==> src/rtl/div_seq_radix2_pkg.sv <==
// Shared constants and state encoding for the sequential radix-2 divider.
package div_seq_radix2_pkg;

  localparam int DIV_WIDTH = 32;

  typedef enum logic [1:0] {
    DIV_IDLE = 2'b00,
    DIV_CALC = 2'b01,
    DIV_DONE = 2'b10
  } div_state_e;

  localparam logic [4:0] DIV_ITER_LAST = 5'd31;

  // Divide by zero: the quotient is all ones and the remainder is the dividend.
  localparam logic [DIV_WIDTH-1:0] DIV_ZERO_QUO = {DIV_WIDTH{1'b1}};

endpackage

==> src/rtl/div_sign_fix.sv <==
// Conditional two's-complement negate. It takes absolute values of the
// operands and applies the sign to the quotient and remainder.
module div_sign_fix
  import div_seq_radix2_pkg::*;
#(
  parameter int WIDTH = DIV_WIDTH
) (
  input  logic [WIDTH-1:0] val,
  input  logic             neg,
  output logic [WIDTH-1:0] res
);

  assign res = neg ? -val : val;

endmodule

==> src/rtl/div_seq_radix2.sv <==
// Multi-cycle radix-2 restoring divider for DIV/DIVU, with result = {rem, quo}.
// Build option DIV_EARLY_OUT_EN: an operation with |a| < |b| skips the iteration phase.
//
// state    | meaning
// ---------+-----------------------------------------------------------
// DIV_IDLE | waiting for start; latches the operands and the sign flags
// DIV_CALC | one shift/subtract iteration per cycle, 32 cycles in all
// DIV_DONE | result register is valid; ready pulse is high
module div_seq_radix2
  import div_seq_radix2_pkg::*;
#(
  parameter int WIDTH = DIV_WIDTH
) (
  input  logic               clk,
  input  logic               rst,
  input  logic               signed_div,
  input  logic [WIDTH-1:0]   a,
  input  logic [WIDTH-1:0]   b,
  input  logic               start,
  input  logic               annul,
  output logic [2*WIDTH-1:0] result,
  output logic               ready,
  output logic               stall
);

  div_state_e       state_q, state_d;
  logic [WIDTH-1:0] rem_q, quo_q, dvs_q;
  logic             q_neg_q, r_neg_q, dz_q;
  logic [4:0]       cnt_q;

  logic             a_neg, b_neg, early;
  logic [WIDTH-1:0] abs_a, abs_b;
  logic [WIDTH:0]   shifted;
  logic [WIDTH-1:0] rem_nx, quo_nx, rem_fix, quo_fix;

  assign a_neg = signed_div & a[WIDTH-1];
  assign b_neg = signed_div & b[WIDTH-1];

  div_sign_fix #(.WIDTH(WIDTH)) u_abs_a (.val(a), .neg(a_neg), .res(abs_a));
  div_sign_fix #(.WIDTH(WIDTH)) u_abs_b (.val(b), .neg(b_neg), .res(abs_b));

`ifdef DIV_EARLY_OUT_EN
  assign early = (b != '0) && (abs_a < abs_b);
`else
  assign early = 1'b0;
`endif

  // The restore path only runs when shifted < divisor, so bit WIDTH is zero there.
  always_comb begin
    shifted = {rem_q, quo_q[WIDTH-1]};
    if (shifted >= {1'b0, dvs_q}) begin
      rem_nx = shifted[WIDTH-1:0] - dvs_q;
      quo_nx = {quo_q[WIDTH-2:0], 1'b1};
    end else begin
      rem_nx = shifted[WIDTH-1:0];
      quo_nx = {quo_q[WIDTH-2:0], 1'b0};
    end
  end

  // Remainder fix on |a| restores the original a, which is also the divide-by-zero result.
  div_sign_fix #(.WIDTH(WIDTH)) u_fix_q (.val(quo_nx), .neg(q_neg_q & ~dz_q), .res(quo_fix));
  div_sign_fix #(.WIDTH(WIDTH)) u_fix_r (.val(rem_nx), .neg(r_neg_q), .res(rem_fix));

  always_comb begin
    state_d = state_q;
    stall   = 1'b0;
    ready   = 1'b0;
    case (state_q)
      DIV_IDLE: begin
        stall = rst & start & ~annul;
        if (start && !annul) state_d = early ? DIV_DONE : DIV_CALC;
      end
      DIV_CALC: begin
        stall = ~annul;
        if (annul) state_d = DIV_IDLE;
        else if (cnt_q == DIV_ITER_LAST) state_d = DIV_DONE;
      end
      DIV_DONE: begin
        ready   = ~annul;
        state_d = DIV_IDLE;
      end
      default: state_d = DIV_IDLE;
    endcase
  end

  always_ff @(posedge clk or negedge rst) begin
    if (!rst) begin
      state_q <= DIV_IDLE;
      rem_q   <= '0;
      quo_q   <= '0;
      dvs_q   <= '0;
      q_neg_q <= 1'b0;
      r_neg_q <= 1'b0;
      dz_q    <= 1'b0;
      cnt_q   <= '0;
      result  <= '0;
    end else begin
      state_q <= state_d;
      case (state_q)
        DIV_IDLE: begin
          if (start && !annul) begin
            rem_q   <= '0;
            quo_q   <= abs_a;
            dvs_q   <= abs_b;
            q_neg_q <= a_neg ^ b_neg;
            r_neg_q <= a_neg;
            dz_q    <= (b == '0);
            cnt_q   <= '0;
            if (early) result <= {a, {WIDTH{1'b0}}};
          end
        end
        DIV_CALC: begin
          if (!annul) begin
            rem_q <= rem_nx;
            quo_q <= quo_nx;
            cnt_q <= cnt_q + 5'd1;
            if (cnt_q == DIV_ITER_LAST)
              result <= {rem_fix, dz_q ? DIV_ZERO_QUO : quo_fix};
          end
        end
        default: ;
      endcase
    end
  end

endmodule

==> config.mk <==
export PLATFORM = sky130hd
export DESIGN_NAME = div_seq_radix2
export DESIGN_NICKNAME = d
export VERILOG_FILES = /design/src/rtl/div_seq_radix2_pkg.sv /design/src/rtl/div_sign_fix.sv /design/src/rtl/div_seq_radix2.sv
export SDC_FILE = /design/constraint.sdc
export NUM_CORES = 1
export LEC_CHECK = 0
export BUFFER_PORTS_ARGS = -buffer_cell sky130_fd_sc_hd__buf_2
export CAP_MARGIN = 20
export CELL_PAD_IN_SITES_DETAIL_PLACEMENT = 1
export CELL_PAD_IN_SITES_GLOBAL_PLACEMENT = 2
export CORE_ASPECT_RATIO = 2
export CORE_MARGIN = 2
export CORE_UTILIZATION = 36
export CTS_CLUSTER_DIAMETER = 200
export DETAILED_ROUTE_END_ITERATION = 7
export GPL_ROUTABILITY_DRIVEN = 0
export PLACE_DENSITY = 0.83
export RECOVER_POWER = 25
export SLEW_MARGIN = 20
export SYNTH_ARGS = -nofsm -noshare
export SYNTH_HDL_FRONTEND = slang
export SYNTH_SLANG_ARGS = --single-unit
==> constraint.sdc <==
create_clock -name clk -period 5.32 [get_ports clk]
set_input_delay 0.532 -clock clk [delete_from_list [all_inputs] [get_ports clk]]
set_output_delay 0.532 -clock clk [all_outputs]
set_load 0.05 [all_outputs]
==> impl_results.md, run 1 <==
* Worst-path clk slew at around 0.07 ns
* CTS Sinks at 170
* Die area at roughly 35000 um2
* Leak Pwr at about 5.9 nW
* Crit end category: flip-flop
* Rel. slew slack at -0.375
* DRC at 0
* Seq/Total Area, Yosys at 0.352
* Die Width at roughly 130 um
* Area Overhead vs Synth at 12.8%
* Top sig layer: met4
* Most instantiated cells after synthesis: nand2_1 (196), dfrtp_1 (170), o21ai_0 (157)
* Row Count at 94
* Startpoint Class: flip-flop
* H-tree depth at 4
* Max FO, Critical Path at 16
* IO Count at 135
* Worst Skew at 0.00898 ns
* Hold WC Path Type: primary input to flip-flop
* CP Launch Point: rem_q[0]
* CP required at between 5 and 6 ns
* Core Area at ~33000 um2
* FFs w/ async S/R, synth at 1.00
* Port bufs at 134
* R2r worst-path depth at 18
* Die height at around 260 um
* Synth area leader: dfrtp_1
* Dpl hpwl at between 30 and 40 mm
* Drt first pass iters at 5
* Met3 WL at about 1000 um
* Most frequent cell after synthesis: nand2_1
* R2r startpoint: rem_q[0]
* Initial core utilization at 0.367
* Buf+Inv Stages, Crit Path at 1
* Final period utilization at 0.930
* Max-cap violation count at 2
* P per Cell Area at between 500 and 600 nW/um2
* CTS tree: built
* Top-area cell type share of the netlist area at 0.352
* ANT cells at 0
* CP max-delay cell: dfrtp_1
* Final ANT Viol Nets at 0
* Synth Cell Area at 12100 um2
* Routed WL at between 40 and 50 mm
* Largest net degree at the start of global routing at approximately 140
* Grt total ovfl at 0
* Clk_lat worst skew at roughly 0.45 ns
* Power, Total at 0.00779 W
* EDFF count, synth at 0
* Most used DFF post-synth: dfrtp_1
* Peak VDD IR at 0.302 mV
* Worst reg2reg setup slack at between 0.3 and 0.4 ns
* Vias/cell at 5.67
* Final Non-Filler Cells at slightly below 2000
* Yosys reg bits at 170
* Failing checks: capacitance limit, slew limit
* Final setup violation count at 0
* Initial DRC count at 423
* Num CTS Buffers at 17
* Vias in the first global route at 12117
* Ratio of cells with drive above 1 in the final layout at 0.113
* Synth Instances at ~1400
* CP delay by family, top: compound AO/OA/AOI/OAI gates
* Cell variety after synth at 99
* Ys Warns at 0
* Vias at around 11000
* Final Net Count at between 1500 and 2000
* CTS Buffer Depth at 2
* CP Data Arrival Time at roughly 5.3 ns
* Dominant cells by area after synthesis: dfrtp_1 (35%), o21ai_0 (6.5%), nand2_1 (6.1%), xnor2_1 (5.1%), a21oi_1 (4.9%)
* Max Slew Vio Count at approximately 170
* Postcts setup bufs at 0
* Critical R2R Capture: result[62]
* Total GRT Usage at 0.248
* Worst Tran Pin Value at between 2 and 2.5 ns
* Root Buffer Master: clkbuf_16
* Antenna violations before repair at 0
* Met1 WL at between 10 and 15 mm
* Met2 WL at between 20 and 25 mm
* Global-route wire length before repair at between 60 and 70 mm
* Synthesized area per cell at roughly 8.3 um2
* Setup TNS at 0 ns
* Final Hold Fails at 0
* Fmax at a little over 200 MHz
* Final min period at 4.95 ns
* Cell Area, Placed at about 13000 um2
* Unrepaired setup endpoints after global routing: false
* Worst path cell trace: ha_1, nor2b_4, o31ai_4, a21oi_2, o211a_4, o211ai_4, nand2_8, inv_4, mux2i_1, ha_1, o2111ai_1, a2111oi_2, o2111ai_1, nor2b_1, o211ai_2, nor4_1, a2111o_1, nand3_1
* Finished Cell Area at between 10000 and 15000 um2
* Delay of the slowest critical-path stage at ~0.46 ns
* Critical path type: flip-flop to flip-flop
* Wirelength per Cell at around 22 um
* Crit path depth at 18
* Status: finished with violations
* Cells on Worst Hold Path at 3
* Placed Instances at just under 2000
* Final hold slack at approximately 0.40 ns
* Worst setup path endpoint: result[62]
* Mapped Nets at about 1600
-- where the power goes --
group | total (W) | switching [W] | internal [W] | leakage [nW]
Sequential | 0.00181 | 0.000301 | 0.00151 | 2.26
Combinational | 0.00469 | 0.00307 | 0.00162 | 3.35
Clock | 0.00130 | 0.000573 | 0.000722 | 0.293
-- how the worst min path moves through the flow --
stage	from	endpoint	slack, ns
after detailed placement	rst	result[53]	0.44
after global routing	a[0]	quo_q[0]	0.39
after CTS	a[0]	quo_q[0]	0.37
final	signed_div	q_neg_q	0.40
after global placement	rst	result[49]	0.44
after floorplan	rst	cnt_q[0]	0.24
-- layout by cell type, fill, tap and decap left out, types with 22 or more instances in the layout --
cell,instances
dfrtp_1,170
or3_1,22
xnor2_1,71
a21oi_1,118
buf_2,69
inv_1,53
nand2_1,195
ha_1,38
nor2_1,115
clkbuf_1,67
nor3_1,27
o21ai_1,27
xor2_1,66
o21ai_0,157
-- state kept, by name (all words and copies together), names as in the netlist --
name and flops:
cnt_q 5, dvs_q 32, dz_q 1, q_neg_q 1
quo_q 32, r_neg_q 1, rem_q 32, result 64
state_q 2
-- timing repair --
item                                   CTS  global route
hold buffers                             1             0
endpoints found under the hold margin   29             0
setup endpoints to repair                0             7
resized for setup                        0             1
-- worst register-to-register path: stages, from the launching register on --
cell	delay, ns
dfrtp_1	0.46
ha_1	0.35
nor2b_4	0.15
o31ai_4	0.40
a21oi_2	0.18
o211a_4	0.29
o211ai_4	0.38
nand2_8	0.17
inv_4	0.09
mux2i_1	0.27
ha_1	0.29
o2111ai_1	0.21
a2111oi_2	0.39
o2111ai_1	0.25
nor2b_1	0.20
o211ai_2	0.12
nor4_1	0.37
a2111o_1	0.20
nand3_1	0.06
-- per-stage QoR --
stage                     setup WS, ns   util
after floorplan                  0.677      -
after global placement           0.483  0.399
after detailed placement         0.307  0.399
after CTS                        0.264  0.417
after global routing         0.0000586  0.414
final                            0.370  0.414
-- area by class of cell --
class / count / area, um2
clock inverters: 12 / 138
fillers: 4075 / 19300
clock buffers: 20 / 457
inverters: 56 / 213
multi-input cells: 1141 / 7280
flip-flops and latches: 170 / 4250
well taps: 432 / 541
repair buffers: 156 / 753
-- metal layers --
metal,up-vias,track usage
met5,-,0
li1,5329,-
met1,5552,0.222
met3,133,0.0279
met2,254,0.487
met4,0,0.196
-- logic make-up after synthesis --
| logic type | after synthesis | share of synthesized area |
|---|---|---|
| AOI/OAI and AO/OA | 470 | 0.250 |
| xor gates and xnor gates | 137 | 0.0993 |
| adders and majority gates | 39 | 0.0410 |
| buffers and inverters | 137 | 0.0475 |
| DFF | 170 | 0.352 |
| muxes | 19 | 0.0182 |
| and+or+nand+nor | 476 | 0.191 |
Power figures use the tool's default switching activity.
==> run 2: changes to the inputs <==
RECOVER_POWER = not set   (was 25)
==> run 2 against run 1 <==
Effect of this change: the run now ends clean; maximum frequency increased by 0.19%; flip-flop and latch count did not move; global-route usage did not move; sequential share of layout area down 0.25 points; via count hardly changed; clock skew barely moved; worst setup slack improved by 0.0095 ns; first-iteration DRC count decreased by 0.95%.
==> impl_results.md, run 2 (same netlist as run 1, synthesis figures left out) <==
* Delay of the slowest critical-path stage at 0.46 ns (about the same)
* ANT cells at 0 (unchanged)
* Final Non-Filler Cells at 1987 (unchanged)
* Worst Skew at 0.00853 ns (was 0.00898 ns)
* CP required at 5.65 ns (about the same)
* Initial DRC count at 419 (was 423)
* Setup WS pre-CTS at 0.307 ns (unchanged)
* Final setup violation count at 0 (unchanged)
* Status: completed (was finished with violations)
* Drt first pass iters at 4 (was 5)
* Max FO, Critical Path at 16 (unchanged)
* Startpoint Class: flip-flop (unchanged)
* CP max-delay cell: dfrtp_1 (unchanged)
* Area Overhead vs Synth at 13.7% (was 12.8%)
* Critical path type: flip-flop to flip-flop (unchanged)
* Antenna violations before repair at 0 (unchanged)
* Setup TNS at 0 ns (unchanged)
* Final Hold Fails at 0 (unchanged)
* Vias/cell at 5.67 (about the same)
* Row Count at 94 (unchanged)
* CTS Buffer Depth at 2 (unchanged)
* Crit end category: flip-flop (unchanged)
* Max Slew Vio Count at 0 (was 174)
* Final period utilization at 0.929 (was 0.930)
* Routed WL at 43.1 mm (was 43.2 mm)
* Root Buffer Master: clkbuf_16 (unchanged)
* Vias in the first global route at 12117 (unchanged)
* CTS Sinks at 170 (unchanged)
* Wirelength per Cell at 21.7 um (about the same)
* Clk_lat worst skew at 0.45 ns (about the same)
* Die height at 263 um (unchanged)
* Postcts setup bufs at 0 (unchanged)
* Largest Register: result (unchanged)
* Hold WC Path Type: primary input to flip-flop (unchanged)
* Final min period at 4.94 ns (was 4.95 ns)
* Grt total ovfl at 0 (unchanged)
* Largest net degree at the start of global routing at 142 (unchanged)
* IO Count at 135 (unchanged)
* Max reg flops at 64 (unchanged)
* Core Area at 32900 um2 (unchanged)
* Rel. slew slack at 0.310 (was -0.375)
* Leak Pwr at 6.20 nW (was 5.90 nW)
* Placed Instances at 1954 (unchanged)
* Max-cap violation count at 0 (was 2)
* Dpl hpwl at 34.0 mm (unchanged)
* Fmax at 202 MHz (about the same)
* CP Data Arrival Time at 5.27 ns (was 5.28 ns)
* Worst-path clk slew at 0.07 ns (about the same)
* Die Width at 134 um (unchanged)
* Worst Tran Pin Value at 1.03 ns (was 2.06 ns)
* CP delay by family, top: compound AO/OA/AOI/OAI gates (unchanged)
* Setup ws final at 0.379 ns (was 0.370 ns)
* Final ANT Viol Nets at 0 (unchanged)
* Port bufs at 134 (unchanged)
* Global-route wire length before repair at 66.9 mm (unchanged)
* Peak VDD IR at 0.304 mV (was 0.302 mV)
* P per Cell Area at 566 nW/um2 (was 571 nW/um2)
* Unrepaired setup endpoints after global routing: false (unchanged)
* Num CTS Buffers at 17 (unchanged)
* Die area at 35100 um2 (unchanged)
* Commonest cells after routing, fill and taps aside: nand2_1 (195), dfrtp_1 (170), o21ai_0 (157) (unchanged)
* Initial core utilization at 0.367 (unchanged)
* DRC at 0 (unchanged)
* Final Net Count at 1650 (unchanged)
* Worst path cell trace: ha_1, nor2b_4, o31ai_4, a21oi_2, o211a_4, o211ai_4, nand2_8, inv_4, mux2i_1, ha_1, o2111ai_1, a2111oi_2, o2111ai_1, nor2b_1, o211ai_2, nor4_1, a2111o_1, nand3_1 (unchanged)
* Buf+Inv Stages, Crit Path at 1 (unchanged)
* CTS tree: built (unchanged)
* Ratio of cells with drive above 1 in the final layout at 0.156 (was 0.113)
* Total GRT Usage at 0.248 (unchanged)
* Commonest non-fill, non-tap cell in the layout: nand2_1 (unchanged)
* Vias at 11257 (was 11268)
* H-tree depth at 4 (unchanged)
-- run 2: power by group --
| part | internal (W) | switching (W) |
|---|---|---|
| combinational | 0.00162 | 0.00306 |
| sequential | 0.00151 | 0.000302 |
| clock | 0.000722 | 0.000573 |
-- run 2: final timing paths --
path,slack (ns),cells past startpoint,to,from
worst max-delay path,0.38,18,result[62],rem_q[0]
worst min-delay path,0.39,3,quo_q[0],a[0]
worst max register to register,0.38,18,result[62],rem_q[0]
worst min register to register,0.48,2,result[44],result[44]
max in group asynchronous,3.63,3,dvs_q[9],rst
min in group asynchronous,0.53,2,result[53],rst
-- run 2: repair_timing --
action | 4_1_cts | 5_1_grt
endpoints found under the hold margin | 29 | 0
gates resized for setup | 0 | 1
hold buffers | 1 | 0
endpoints found under the setup margin | 0 | 7
-- run 2: final cells by class --
class | count | area [um2]
clock buffer | 20 | 457
clock inverter | 12 | 138
fill | 4050 | 19200
inverter | 56 | 213
multi-input combinational | 1141 | 7280
sequential | 170 | 4250
tap | 432 | 541
timing repair buffer | 156 | 857
-- run 2: layer usage --
metal,track usage,routed length [um]
met5,0,0
met1,0.222,13900
met3,0.0279,887
met2,0.487,24600
met4,0.196,3710
-- run 2: worst register-to-register path: stages (launching register included) --
cell and delay, ns:
dfrtp_1 0.46, ha_1 0.35, nor2b_4 0.15, o31ai_4 0.41
a21oi_2 0.18, o211a_4 0.29, o211ai_4 0.37, nand2_8 0.17
inv_4 0.09, mux2i_1 0.27, ha_1 0.29, o2111ai_1 0.21
a2111oi_2 0.38, o2111ai_1 0.25, nor2b_1 0.20, o211ai_2 0.12
nor4_1 0.36, a2111o_1 0.20, nand3_1 0.06
-- run 2: through the flow --
| step | total power, W | cell area (um2) | util | hold slack [ns] |
|---|---|---|---|---|
| floorplan | 0.00494 | 12100 | - | 0.236 |
| global placement | 0.00638 | 13100 | 0.399 | 0.436 |
| detailed placement | 0.00646 | 13100 | 0.399 | 0.442 |
| CTS | 0.00779 | 13700 | 0.417 | 0.368 |
| global route | 0.00823 | 13700 | 0.417 | 0.389 |
| finish | 0.00778 | 13700 | 0.417 | 0.392 |
==> run 3: changes to the inputs <==
ABC_AREA = 1   (was not set)
ABC_CLOCK_PERIOD_IN_PS = 5320   (was not set)
CORE_UTILIZATION = 33   (was 36)
SLEW_MARGIN = 5   (was 20)
==> run 3 against run 2 <==
Effect of this change: clock-buffer cell count fell by 3; hold slack got worse by 0.0097 ns; sequential power fell by 2%; via count rose by 19%; critical path type unchanged; critical endpoint is now result[28].
==> impl_results.md, run 3 <==
* CP delay by family, top: compound AO/OA/AOI/OAI gates (unchanged)
* Unrepaired setup endpoints after global routing: false (unchanged)
* Xor and xnor fraction of the mapped netlist area at 0.0494 (was 0.0993)
* Fmax at 234 MHz (was 202 MHz)
* Final Non-Filler Cells at 2599 (was 1987)
* Synth Instances at 1958 (was 1448)
* Worst Min Path Start: b[15] (was a[0])
* H-tree depth at 4 (unchanged)
* Worst reg2reg setup slack at 1.04 ns (was 0.38 ns)
* Critical path type: flip-flop to flip-flop (unchanged)
* Dpl hpwl at 44.1 mm (was 34.0 mm)
* Synth Cell Area at 12900 um2 (was 12100 um2)
* Final setup violation count at 0 (unchanged)
* Grt total ovfl at 0 (unchanged)
* CTS Buffer Depth at 2 (unchanged)
* Resize count post-CTS at 0 (unchanged)
* Largest net degree at the start of global routing at 137 (was 142)
* Largest family of logic cells by synthesized area: simple AND/OR/NAND/NOR gates (was compound AO/OA/AOI/OAI gates)
* EDFF count, synth at 0 (unchanged)
* Post-Synth Adder-Cell Area at 0.0383 (was 0.0410)
* Synthesized area per cell at 6.61 um2 (was 8.34 um2)
* Final ANT Viol Nets at 0 (unchanged)
* Max-cap violation count at 0 (unchanged)
* Commonest non-fill, non-tap cell in the layout: nand2_1 (unchanged)
* Vias at 13441 (was 11257)
* CP max-delay cell: ha_1 (was dfrtp_1)
* Most frequent cell after synthesis: nand2_1 (unchanged)
* Status: completed (unchanged)
* Total GRT Usage at 0.274 (was 0.248)
* Worst-path clk slew at 0.08 ns (was 0.07 ns)
* Wirelength per Cell at 20.8 um (was 21.7 um)
* Hold WC Path Type: primary input to flip-flop (unchanged)
* Cell variety after synth at 56 (was 99)
* R2r startpoint: rem_q[27] (was rem_q[0])
* Most used DFF post-synth: dfrtp_1 (unchanged)
* Top-area cell type share of the netlist area at 0.329 (was 0.352)
* FFs w/ async S/R, synth at 1.00 (unchanged)
* Rel. slew slack at 0.368 (was 0.310)
* CP Data Arrival Time at 4.68 ns (was 5.27 ns)
* Vias/cell at 5.17 (was 5.67)
* Initial core utilization at 0.334 (was 0.367)
* Area Overhead vs Synth at 13.7% (about the same)
* Worst Skew at 0.0188 ns (was 0.00853 ns)
* Synth area leader: dfrtp_1 (unchanged)
* IO Count at 135 (unchanged)
* Peak VDD IR at 0.276 mV (was 0.304 mV)
* Yosys reg bits at 170 (unchanged)
* Setup TNS at 0 ns (unchanged)
* Vias in the first global route at 14514 (was 12117)
* Final Net Count at 2175 (was 1650)
* Placed Instances at 2566 (was 1954)
* CTS tree: built (unchanged)
* Seq/Total Area, Yosys at 0.329 (was 0.352)
* Hold Buf Count CTS at 1 (unchanged)
* Crit end category: flip-flop (unchanged)
* Most instantiated cells after synthesis: nand2_1 (590), inv_1 (284), dfrtp_1 (170) (was nand2_1 (196), dfrtp_1 (170), o21ai_0 (157))
* Antenna violations before repair at 1 (was 0)
* Die Width at 144 um (was 134 um)
* Buf+Inv Stages, Crit Path at 3 (was 1)
* Root Buffer Master: clkbuf_16 (unchanged)
* Worst Tran Pin Value at 0.947 ns (was 1.03 ns)
* R2r worst-path depth at 22 (was 18)
* P per Cell Area at 614 nW/um2 (was 566 nW/um2)
* Die area at 40900 um2 (was 35100 um2)
* Mux contribution to synthesized area at 0 (was 0.0182)
* Final hold slack at 0.383 ns (was 0.392 ns)
* DRC at 0 (unchanged)
* Postcts setup bufs at 0 (unchanged)
* Ratio of cells with drive above 1 in the final layout at 0.134 (was 0.156)
* Max reg flops at 64 (unchanged)
* Die height at 284 um (was 263 um)
* Largest Register: result (unchanged)
* Hold EP: dvs_q[15] (was quo_q[0])
* Num CTS Buffers at 17 (unchanged)
* Core Area at 38700 um2 (was 32900 um2)
* Initial DRC count at 497 (was 419)
* Port bufs at 134 (unchanged)
* Delay of the slowest critical-path stage at 0.42 ns (was 0.46 ns)
* Final min period at 4.28 ns (was 4.94 ns)
* Synth Area in Simple Gates at 0.347 (was 0.191)
* CTS Sinks at 170 (unchanged)
* Top cell by count, worst path: o21ai_1
* Clk_lat worst skew at 0.47 ns (was 0.45 ns)
* Cells on Worst Hold Path at 3 (unchanged)
* FILL cells at 5054 (was 4050)
* Global-route wire length before repair at 83.7 mm (was 66.9 mm)
* Commonest cells after routing, fill and taps aside: nand2_1 (590), inv_1 (284), dfrtp_1 (170) (was nand2_1 (195), dfrtp_1 (170), o21ai_0 (157))
* Max Slew Vio Count at 0 (unchanged)
* Final Hold Fails at 0 (unchanged)
* Leak Pwr at 7.91 nW (was 6.20 nW)
* Final period utilization at 0.804 (was 0.929)
* Critical R2R Capture: result[28] (was result[62])
* Synth Area in Compound Gates at 0.127 (was 0.250)
* Dominant cells by area after synthesis: dfrtp_1 (33%), nand2_1 (17%), inv_1 (8.2%), o21ai_0 (5.5%), nand3_1 (5.4%) (was dfrtp_1 (35%), o21ai_0 (6.5%), nand2_1 (6.1%), xnor2_1 (5.1%), a21oi_1 (4.9%))
* Ys Warns at 0 (unchanged)
* Max FO, Critical Path at 12 (was 16)
* Drt first pass iters at 4 (unchanged)
* Mapped Nets at 2066 (was 1556)
* Startpoint Class: flip-flop (unchanged)
* CP required at 5.72 ns (was 5.65 ns)
* Routed WL at 54.2 mm (was 43.1 mm)
* Worst path cell trace: ha_1, a21oi_1, nand2_1, a21oi_1, nand3_2, a21oi_2, buf_4, ha_1, nand3_1, nor3_1, nand3_1, o21ai_1, inv_1, nor2_1, o21ai_1, nor2_1, o21ai_1, inv_1, o21ai_1, o21ai_0, a21oi_1, nor2_1 (was ha_1, nor2b_4, o31ai_4, a21oi_2, o211a_4, o211ai_4, nand2_8, inv_4, mux2i_1, ha_1, o2111ai_1, a2111oi_2, o2111ai_1, nor2b_1, o211ai_2, nor4_1, a2111o_1, nand3_1)
* ANT cells at 0 (unchanged)
* Row Count at 102 (was 94)
[run 3: cells by family after synthesis]
logic type | after synthesis
XOR/XNOR | 73
adder cells (fa/ha/maj) | 39
buffers and inverters | 356
AO/OA/AOI/OAI | 291
AND/OR/NAND/NOR | 1029
flip-flops | 170
[run 3: layer usage]
layer	part of all wire	up-vias	track usage
met1	0.32	6574	0.249
li1	-	6463	-
met4	0.089	0	0.207
met5	0	-	0
met2	0.56	271	0.530
met3	0.027	133	0.0356
[run 3: layout make-up]
| type | instances | area [um2] | share of cell area |
|---|---|---|---|
| clock buffers | 17 | 425 | 0.0289 |
| clock inverters | 14 | 161 | 0.0110 |
| inverters | 295 | 1110 | 0.0754 |
| multi-input cells | 1432 | 7280 | 0.495 |
| flip-flops and latches | 170 | 4250 | 0.289 |
| well taps | 520 | 651 | 0.0442 |
| repair buffers | 151 | 832 | 0.0566 |
[run 3: through the flow]
| stage | setup slack [ns] | area [um2] | total power (W) | util |
|---|---|---|---|---|
| after floorplan | 1.91 | 12900 | 0.00575 | - |
| after global placement | 1.15 | 14100 | 0.00761 | 0.364 |
| after detailed placement | 1.09 | 14100 | 0.00770 | 0.364 |
| after CTS | 1.07 | 14700 | 0.00906 | 0.380 |
| after global routing | 0.577 | 14700 | 0.00971 | 0.380 |
| final | 1.04 | 14700 | 0.00903 | 0.380 |
[run 3: worst max-delay path by stage]
stage	cells past startpoint	start	end	slack, ns
3_3_place_gp	26	rem_q[19]	result[28]	1.15
3_5_place_dp	26	rem_q[19]	result[28]	1.09
4_1_cts	26	rem_q[19]	result[28]	1.07
2_1_floorplan	26	rem_q[19]	result[28]	1.91
6_report	22	rem_q[27]	result[28]	1.04
5_1_grt	26	rem_q[19]	result[28]	0.58
[run 3: tightest hold or removal path, cell delays in order]
cell and delay [ns]:
buf_2 0.11, a21oi_1 0.05, o22ai_1 0.11
[run 3: where the power goes]
group          leakage (nW)  switching [W]  internal, W  total [W]
clock network         0.289       0.000609     0.000702    0.00131
registers              2.24       0.000251      0.00152    0.00177
logic                  5.37        0.00436      0.00159    0.00595
